### config.mk
export PLATFORM = sky130hd
export DESIGN_NAME = wb_bram_initiator
export DESIGN_NICKNAME = d
export VERILOG_FILES = /design/src/rtl/wb_bram_initiator.sv
export SDC_FILE = /design/constraint.sdc
export NUM_CORES = 1
export LEC_CHECK = 0
export CORE_MARGIN = 2
export CORE_UTILIZATION = 48
export DETAILED_ROUTE_END_ITERATION = 10
export PLACE_DENSITY = 0.87
export SETUP_SLACK_MARGIN = 0.3
export SYNTH_ARGS = -nofsm -noshare
export SYNTH_HDL_FRONTEND = slang
export SYNTH_SLANG_ARGS = --single-unit
### constraint.sdc
create_clock -name wb_clk_i -period 3 [get_ports wb_clk_i]
set_input_delay 0.45 -clock wb_clk_i [delete_from_list [all_inputs] [get_ports wb_clk_i]]
set_output_delay 0.45 -clock wb_clk_i [all_outputs]
set_load 0.02 [all_outputs]
### src/rtl/wb_bram_initiator.sv
// Wishbone classic initiator for the user-area BRAM window: one command runs a burst of
// single-word cycles with incrementing address, streamed write/read data and a per-word ack timeout.
module wb_bram_initiator #(
  parameter int TIMEOUT = 64,
  parameter int LEN_W   = 8
) (
  input  logic             wb_clk_i,
  input  logic             wb_rstn_i,
  input  logic             cmd_valid_i,
  output logic             cmd_ready_o,
  input  logic             cmd_we_i,
  input  logic [31:0]      cmd_adr_i,
  input  logic [LEN_W-1:0] cmd_len_i,
  input  logic [31:0]      wdata_i,
  input  logic             wdata_valid_i,
  output logic             wdata_ready_o,
  output logic [31:0]      rdata_o,
  output logic             rdata_valid_o,
  input  logic             rdata_ready_i,
  output logic             done_o,
  output logic             err_o,
  output logic             busy_o,
  output logic             wbm_cyc_o,
  output logic             wbm_stb_o,
  output logic             wbm_we_o,
  output logic [3:0]       wbm_sel_o,
  output logic [31:0]      wbm_adr_o,
  output logic [31:0]      wbm_dat_o,
  input  logic             wbm_ack_i,
  input  logic [31:0]      wbm_dat_i
);

  localparam int CNT_W = $clog2(TIMEOUT);

  typedef enum logic [2:0] {S_IDLE, S_WDATA, S_REQ, S_RDATA, S_DONE} state_t;

  state_t           state_q, state_d;
  logic             we_q, we_d;
  logic [31:0]      adr_q, adr_d;
  logic [LEN_W-1:0] rem_q, rem_d;
  logic [CNT_W-1:0] cnt_q, cnt_d;
  logic             cyc_q, cyc_d;
  logic [31:0]      dat_q, dat_d;
  logic [31:0]      rdata_q, rdata_d;
  logic             done_q, done_d;
  logic             err_q, err_d;
  logic [LEN_W-1:0] rem_dec;

  assign rem_dec = rem_q - LEN_W'(1);

  always_comb begin
    state_d = state_q;
    we_d    = we_q;
    adr_d   = adr_q;
    rem_d   = rem_q;
    cnt_d   = cnt_q;
    cyc_d   = cyc_q;
    dat_d   = dat_q;
    rdata_d = rdata_q;
    done_d  = 1'b0;
    err_d   = err_q;
    case (state_q)
      S_IDLE: begin
        if (cmd_valid_i) begin
          we_d  = cmd_we_i;
          adr_d = cmd_adr_i & 32'hFFFF_FFFC;
          rem_d = cmd_len_i;
          err_d = 1'b0;
          if (cmd_len_i == '0) begin
            state_d = S_DONE;
            done_d  = 1'b1;
          end else if (cmd_we_i) begin
            state_d = S_WDATA;
          end else begin
            state_d = S_REQ;
            cyc_d   = 1'b1;
            cnt_d   = '0;
          end
        end
      end
      S_WDATA: begin
        if (wdata_valid_i) begin
          dat_d   = wdata_i;
          state_d = S_REQ;
          cyc_d   = 1'b1;
          cnt_d   = '0;
        end
      end
      S_REQ: begin
        // An ack arriving on the last allowed cycle still completes the word.
        if (wbm_ack_i) begin
          cyc_d = 1'b0;
          if (!we_q) begin
            rdata_d = wbm_dat_i;
            state_d = S_RDATA;
          end else begin
            rem_d = rem_dec;
            adr_d = adr_q + 32'd4;
            if (rem_dec != '0) begin
              state_d = S_WDATA;
            end else begin
              state_d = S_DONE;
              done_d  = 1'b1;
            end
          end
        end else if (cnt_q == CNT_W'(TIMEOUT - 1)) begin
          cyc_d   = 1'b0;
          state_d = S_DONE;
          done_d  = 1'b1;
          err_d   = 1'b1;
        end else begin
          cnt_d = cnt_q + CNT_W'(1);
        end
      end
      S_RDATA: begin
        if (rdata_ready_i) begin
          rem_d = rem_dec;
          adr_d = adr_q + 32'd4;
          if (rem_dec != '0) begin
            state_d = S_REQ;
            cyc_d   = 1'b1;
            cnt_d   = '0;
          end else begin
            state_d = S_DONE;
            done_d  = 1'b1;
          end
        end
      end
      S_DONE:  state_d = S_IDLE;
      default: state_d = S_IDLE;
    endcase
  end

  always_ff @(posedge wb_clk_i or negedge wb_rstn_i) begin
    if (!wb_rstn_i) begin
      state_q <= S_IDLE;
      we_q    <= 1'b0;
      adr_q   <= '0;
      rem_q   <= '0;
      cnt_q   <= '0;
      cyc_q   <= 1'b0;
      dat_q   <= '0;
      rdata_q <= '0;
      done_q  <= 1'b0;
      err_q   <= 1'b0;
    end else begin
      state_q <= state_d;
      we_q    <= we_d;
      adr_q   <= adr_d;
      rem_q   <= rem_d;
      cnt_q   <= cnt_d;
      cyc_q   <= cyc_d;
      dat_q   <= dat_d;
      rdata_q <= rdata_d;
      done_q  <= done_d;
      err_q   <= err_d;
    end
  end

  assign cmd_ready_o   = (state_q == S_IDLE);
  assign wdata_ready_o = (state_q == S_WDATA);
  assign rdata_valid_o = (state_q == S_RDATA);
  assign busy_o        = (state_q != S_IDLE);
  assign rdata_o       = rdata_q;
  assign done_o        = done_q;
  assign err_o         = err_q;
  assign wbm_cyc_o     = cyc_q;
  assign wbm_stb_o     = cyc_q;
  assign wbm_we_o      = we_q;
  assign wbm_sel_o     = {4{cyc_q}};
  assign wbm_adr_o     = adr_q;
  assign wbm_dat_o     = dat_q;

endmodule

==> summary.txt <==
Status
  • Status: completed

Logic synthesis
  • Post-Synth Adder-Cell Area: 0.00889
  • EDFF count, synth: 0
  • Synth Area in XOR/XNOR: 0.00311
  • Cell taking the most area after synthesis: dfrtp_1
  • Ys flop type: dfrtp_1
  • Synth Area per Inst: about 11 um2
  • Mux cell area share after synthesis: 0.137
  • Largest family of logic cells by synthesized area: compound AO/OA/AOI/OAI gates
  • Yosys top cell area share: 0.511
  • Synth Area in Compound Gates: 0.150
  • Syn Std Cell Area: between 5000 and 6000 um2
  • Synth cell types: 57
  • Syn. warnings: 0
  • Commonest cells post-synth: 115 x dfrtp_1, 61 x mux2_2, 41 x nand2_1, 40 x nor2_1, 37 x a21oi_1
  • Post-Synth Simple-Gate Area: 0.146
  • Sequential share of the synthesized area: 0.511
  • Seq cells post-synth: between 100 and 150
  • Async SR Flop Fraction: 1.00
  • Mapped Cells: roughly 530
  • Top cells by area, synth: dfrtp_1 51%, mux2_2 12%, a21oi_1 3.3%
  • Dominant cell by count in the synthesized netlist: dfrtp_1

Clock tree
  • Clk sinks: around 120
  • CTS buffer count: 17
  • Reg clk slew, reported paths: approximately 50 ps
  • Root Buffer: clkbuf_16
  • Deepest clock path buffer count: 2
  • H-tree levels: 4
  • Clock latency at the later pin of the worst-skew pair: 400 ps
  • CTS tree: yes

Power
  • Seq pwr share: 0.301
  • Overall power after layout: between 9000 and 10000 uW
  • Worst vdd ir: between 0.0006 and 0.0007 V
  • Internal: approximately 5900 uW
  • P_leak: around 0.0034 uW
  • Gate power share: 0.517
  • Pwr/cell area: between 1000 and 1500 nW/um2
  • Clk network pwr share: 0.182
  • Switching power total: between 3000 and 4000 uW
  • Switch share: 0.403

Placement
  • Setup Slack @ Placement: 581 ps
  • IO buf count: approximately 220
  • Gpl congestion: roughly 0.9
  • DPL Wire Length: between 10 and 15 mm
  • Dpl cell area: 7850 um2

Critical path
  • CP required: 2550 ps
  • Largest delay share family, worst path: buffers and inverters
  • Crit path kind: reg2out
  • R2r setup slk: approximately 700 ps
  • Critical path's slowest cell: clkdlybuf4s50_1
  • Worst-path cell chain: or3_1, inv_1, clkdlybuf4s50_1
  • Reg-to-reg endpoint: rdata_o[8]
  • Reg2Reg Launch Point: state_q[0]
  • Worst-path maximum fanout: 10
  • R2R depth: 5
  • Buf/Inv on CP: 2
  • Critical Path Sink Type: primary output
  • Critical path startpoint category: register
  • Slowest stage delay, CP: around 640 ps
  • Arrival time worst endpoint: 2090 ps

Routing
  • First-pass iteration count of the detailed router: 5
  • Vias per cell: between 5 and 6
  • DRC: 0
  • Routed wire length: 16.0 mm
  • Initial DRC Count: approximately 390
  • Mean routed wirelength per cell: between 15 and 20 um
  • Via count: between 5k and 6k
  • Final ANT Viol Nets: 0

Final layout
  • Layout cells sized above 1: 0.153
  • NumNets Final: 846
  • Multi-input gate area: around 2500 um2
  • # diodes: 0
  • Synthesis-to-layout area growth: 48.8%
  • Register area: 2880 um2
  • Fin area: 8380 um2
  • Fillers: 799

Floorplan
  • Width of the die: about 110 um
  • # rows: 39
  • I/O Pins: 220
  • Initial Utilization: 0.493
  • Total die area: about 13000 um2
  • Core Footprint: 11400 um2
  • Die height: approximately 110 um

Timing
  • Final period utilization: 0.848
  • RSZ-0062 raised after global routing: no
  • Worst setup margin: 456 ps
  • Slew Limit Fails: 0
  • Total Neg Setup Slack: 0 ps
  • Fmax: 0.393 GHz
  • Worst-margin pin slew: approximately 800 ps
  • Final Skew: ~12 ps
  • Headroom to the max-slew limit: 0.464
  • Hold Slack: 126 ps
  • Setup violations, final: 0
  • Min cycle time layout: around 2500 ps
  • Final hold vios: 0

Global route
  • First-pass GRT wire length: roughly 26 mm
  • Largest net degree at the start of global routing: 63
  • Initial antenna violation count: 0
  • Total grt overflow: 0
  • Overall global routing resource usage: 0.257
  • Vias in the first global route: approximately 5.0k

Worst hold path
  • Tightest Hold Check Type: in2async

Flow run
  • Number of max-cap violations: 0
## area by class of cell
type                            instances  share of cell area
Sequential cell                       115               0.344
Multi-Input combinational cell        364               0.302
Timing Repair Buffer                  224               0.266
Clock buffer                           21              0.0526
Tap cell                              143              0.0214
Clock inverter                         11              0.0106
Inverter                                9             0.00403
## registers in the layout, summed over array words and instances (netlist names)
register   count
cnt_q          6
done_o         1
err_o          1
rdata_o       32
rem_q          8
state_q        3
wbm_adr_o     30
wbm_cyc_o      1
wbm_dat_o     32
wbm_we_o       1
## worst max path at each step
stage	depth (start not counted)	to	slack [ps]	startpoint
after floorplan	6	rdata_o[22]	1110	state_q[0]
after global placement	6	wbm_adr_o[31]	590	wbm_ack_i
after detailed placement	6	wbm_adr_o[31]	580	wbm_ack_i
after CTS	3	cmd_ready_o	380	state_q[2]
after global routing	3	cmd_ready_o	380	state_q[0]
final	3	cmd_ready_o	460	state_q[2]
## placed cells by master (no fill, tap or decap), types with 9 or more instances in the layout
cell | Yosys | layout
a21oi_1 | 37 | 37
a31oi_1 | 12 | 12
buf_4 | 11 | 9
clkbuf_16 | 0 | 17
clkdlybuf4s50_1 | 0 | 214
dfrtp_1 | 115 | 114
inv_1 | 9 | 9
mux2_2 | 61 | 61
nand2_1 | 41 | 41
nand3_1 | 11 | 11
nand4_1 | 10 | 10
nor2_1 | 40 | 40
nor3_1 | 10 | 10
o21ai_0 | 28 | 28
o22ai_1 | 14 | 14
## repair_timing
action,4_1_cts,5_1_grt
endpoints found under the setup margin,0,1
setup buffers,0,0
hold buffers,0,0
resized for setup,0,1
## metrics by stage
step                instances  utilization
finish                    887        0.734
global route              887        0.734
CTS                       887        0.734
detailed placement        855        0.687
global placement          855        0.687
floorplan                 526            -
## per-layer routing
layer | up-vias | global-route usage | share of wire
met5 | - | 0 | 0
met1 | 2460 | 0.328 | 0.41
met3 | 21 | 0.0540 | 0.071
met2 | 243 | 0.444 | 0.50
li1 | 2337 | - | -
met4 | 0 | 0.0780 | 0.013
## power groups by stage
stage / sequential, uW / combinational (uW) / clock (uW)
3_3_place_gp: 2910 / 4970 / 0
3_5_place_dp: 2980 / 5120 / 0
4_1_cts: 2970 / 5140 / 1830
6_report: 2980 / 5120 / 1800
2_1_floorplan: 3640 / 2270 / 0
5_1_grt: 3090 / 5470 / 1920
## logic make-up (layout without fill, tap and decap cells)
family | count (synthesis) | in the layout
simple gates | 156 | 156
compound gates | 131 | 131
flops | 115 | 115
mux | 69 | 69
buf+inv | 47 | 265
fa+ha+maj | 4 | 4
xor+xnor | 2 | 2
other cells | 1 | 2
(Power assumes the default switching activity.)
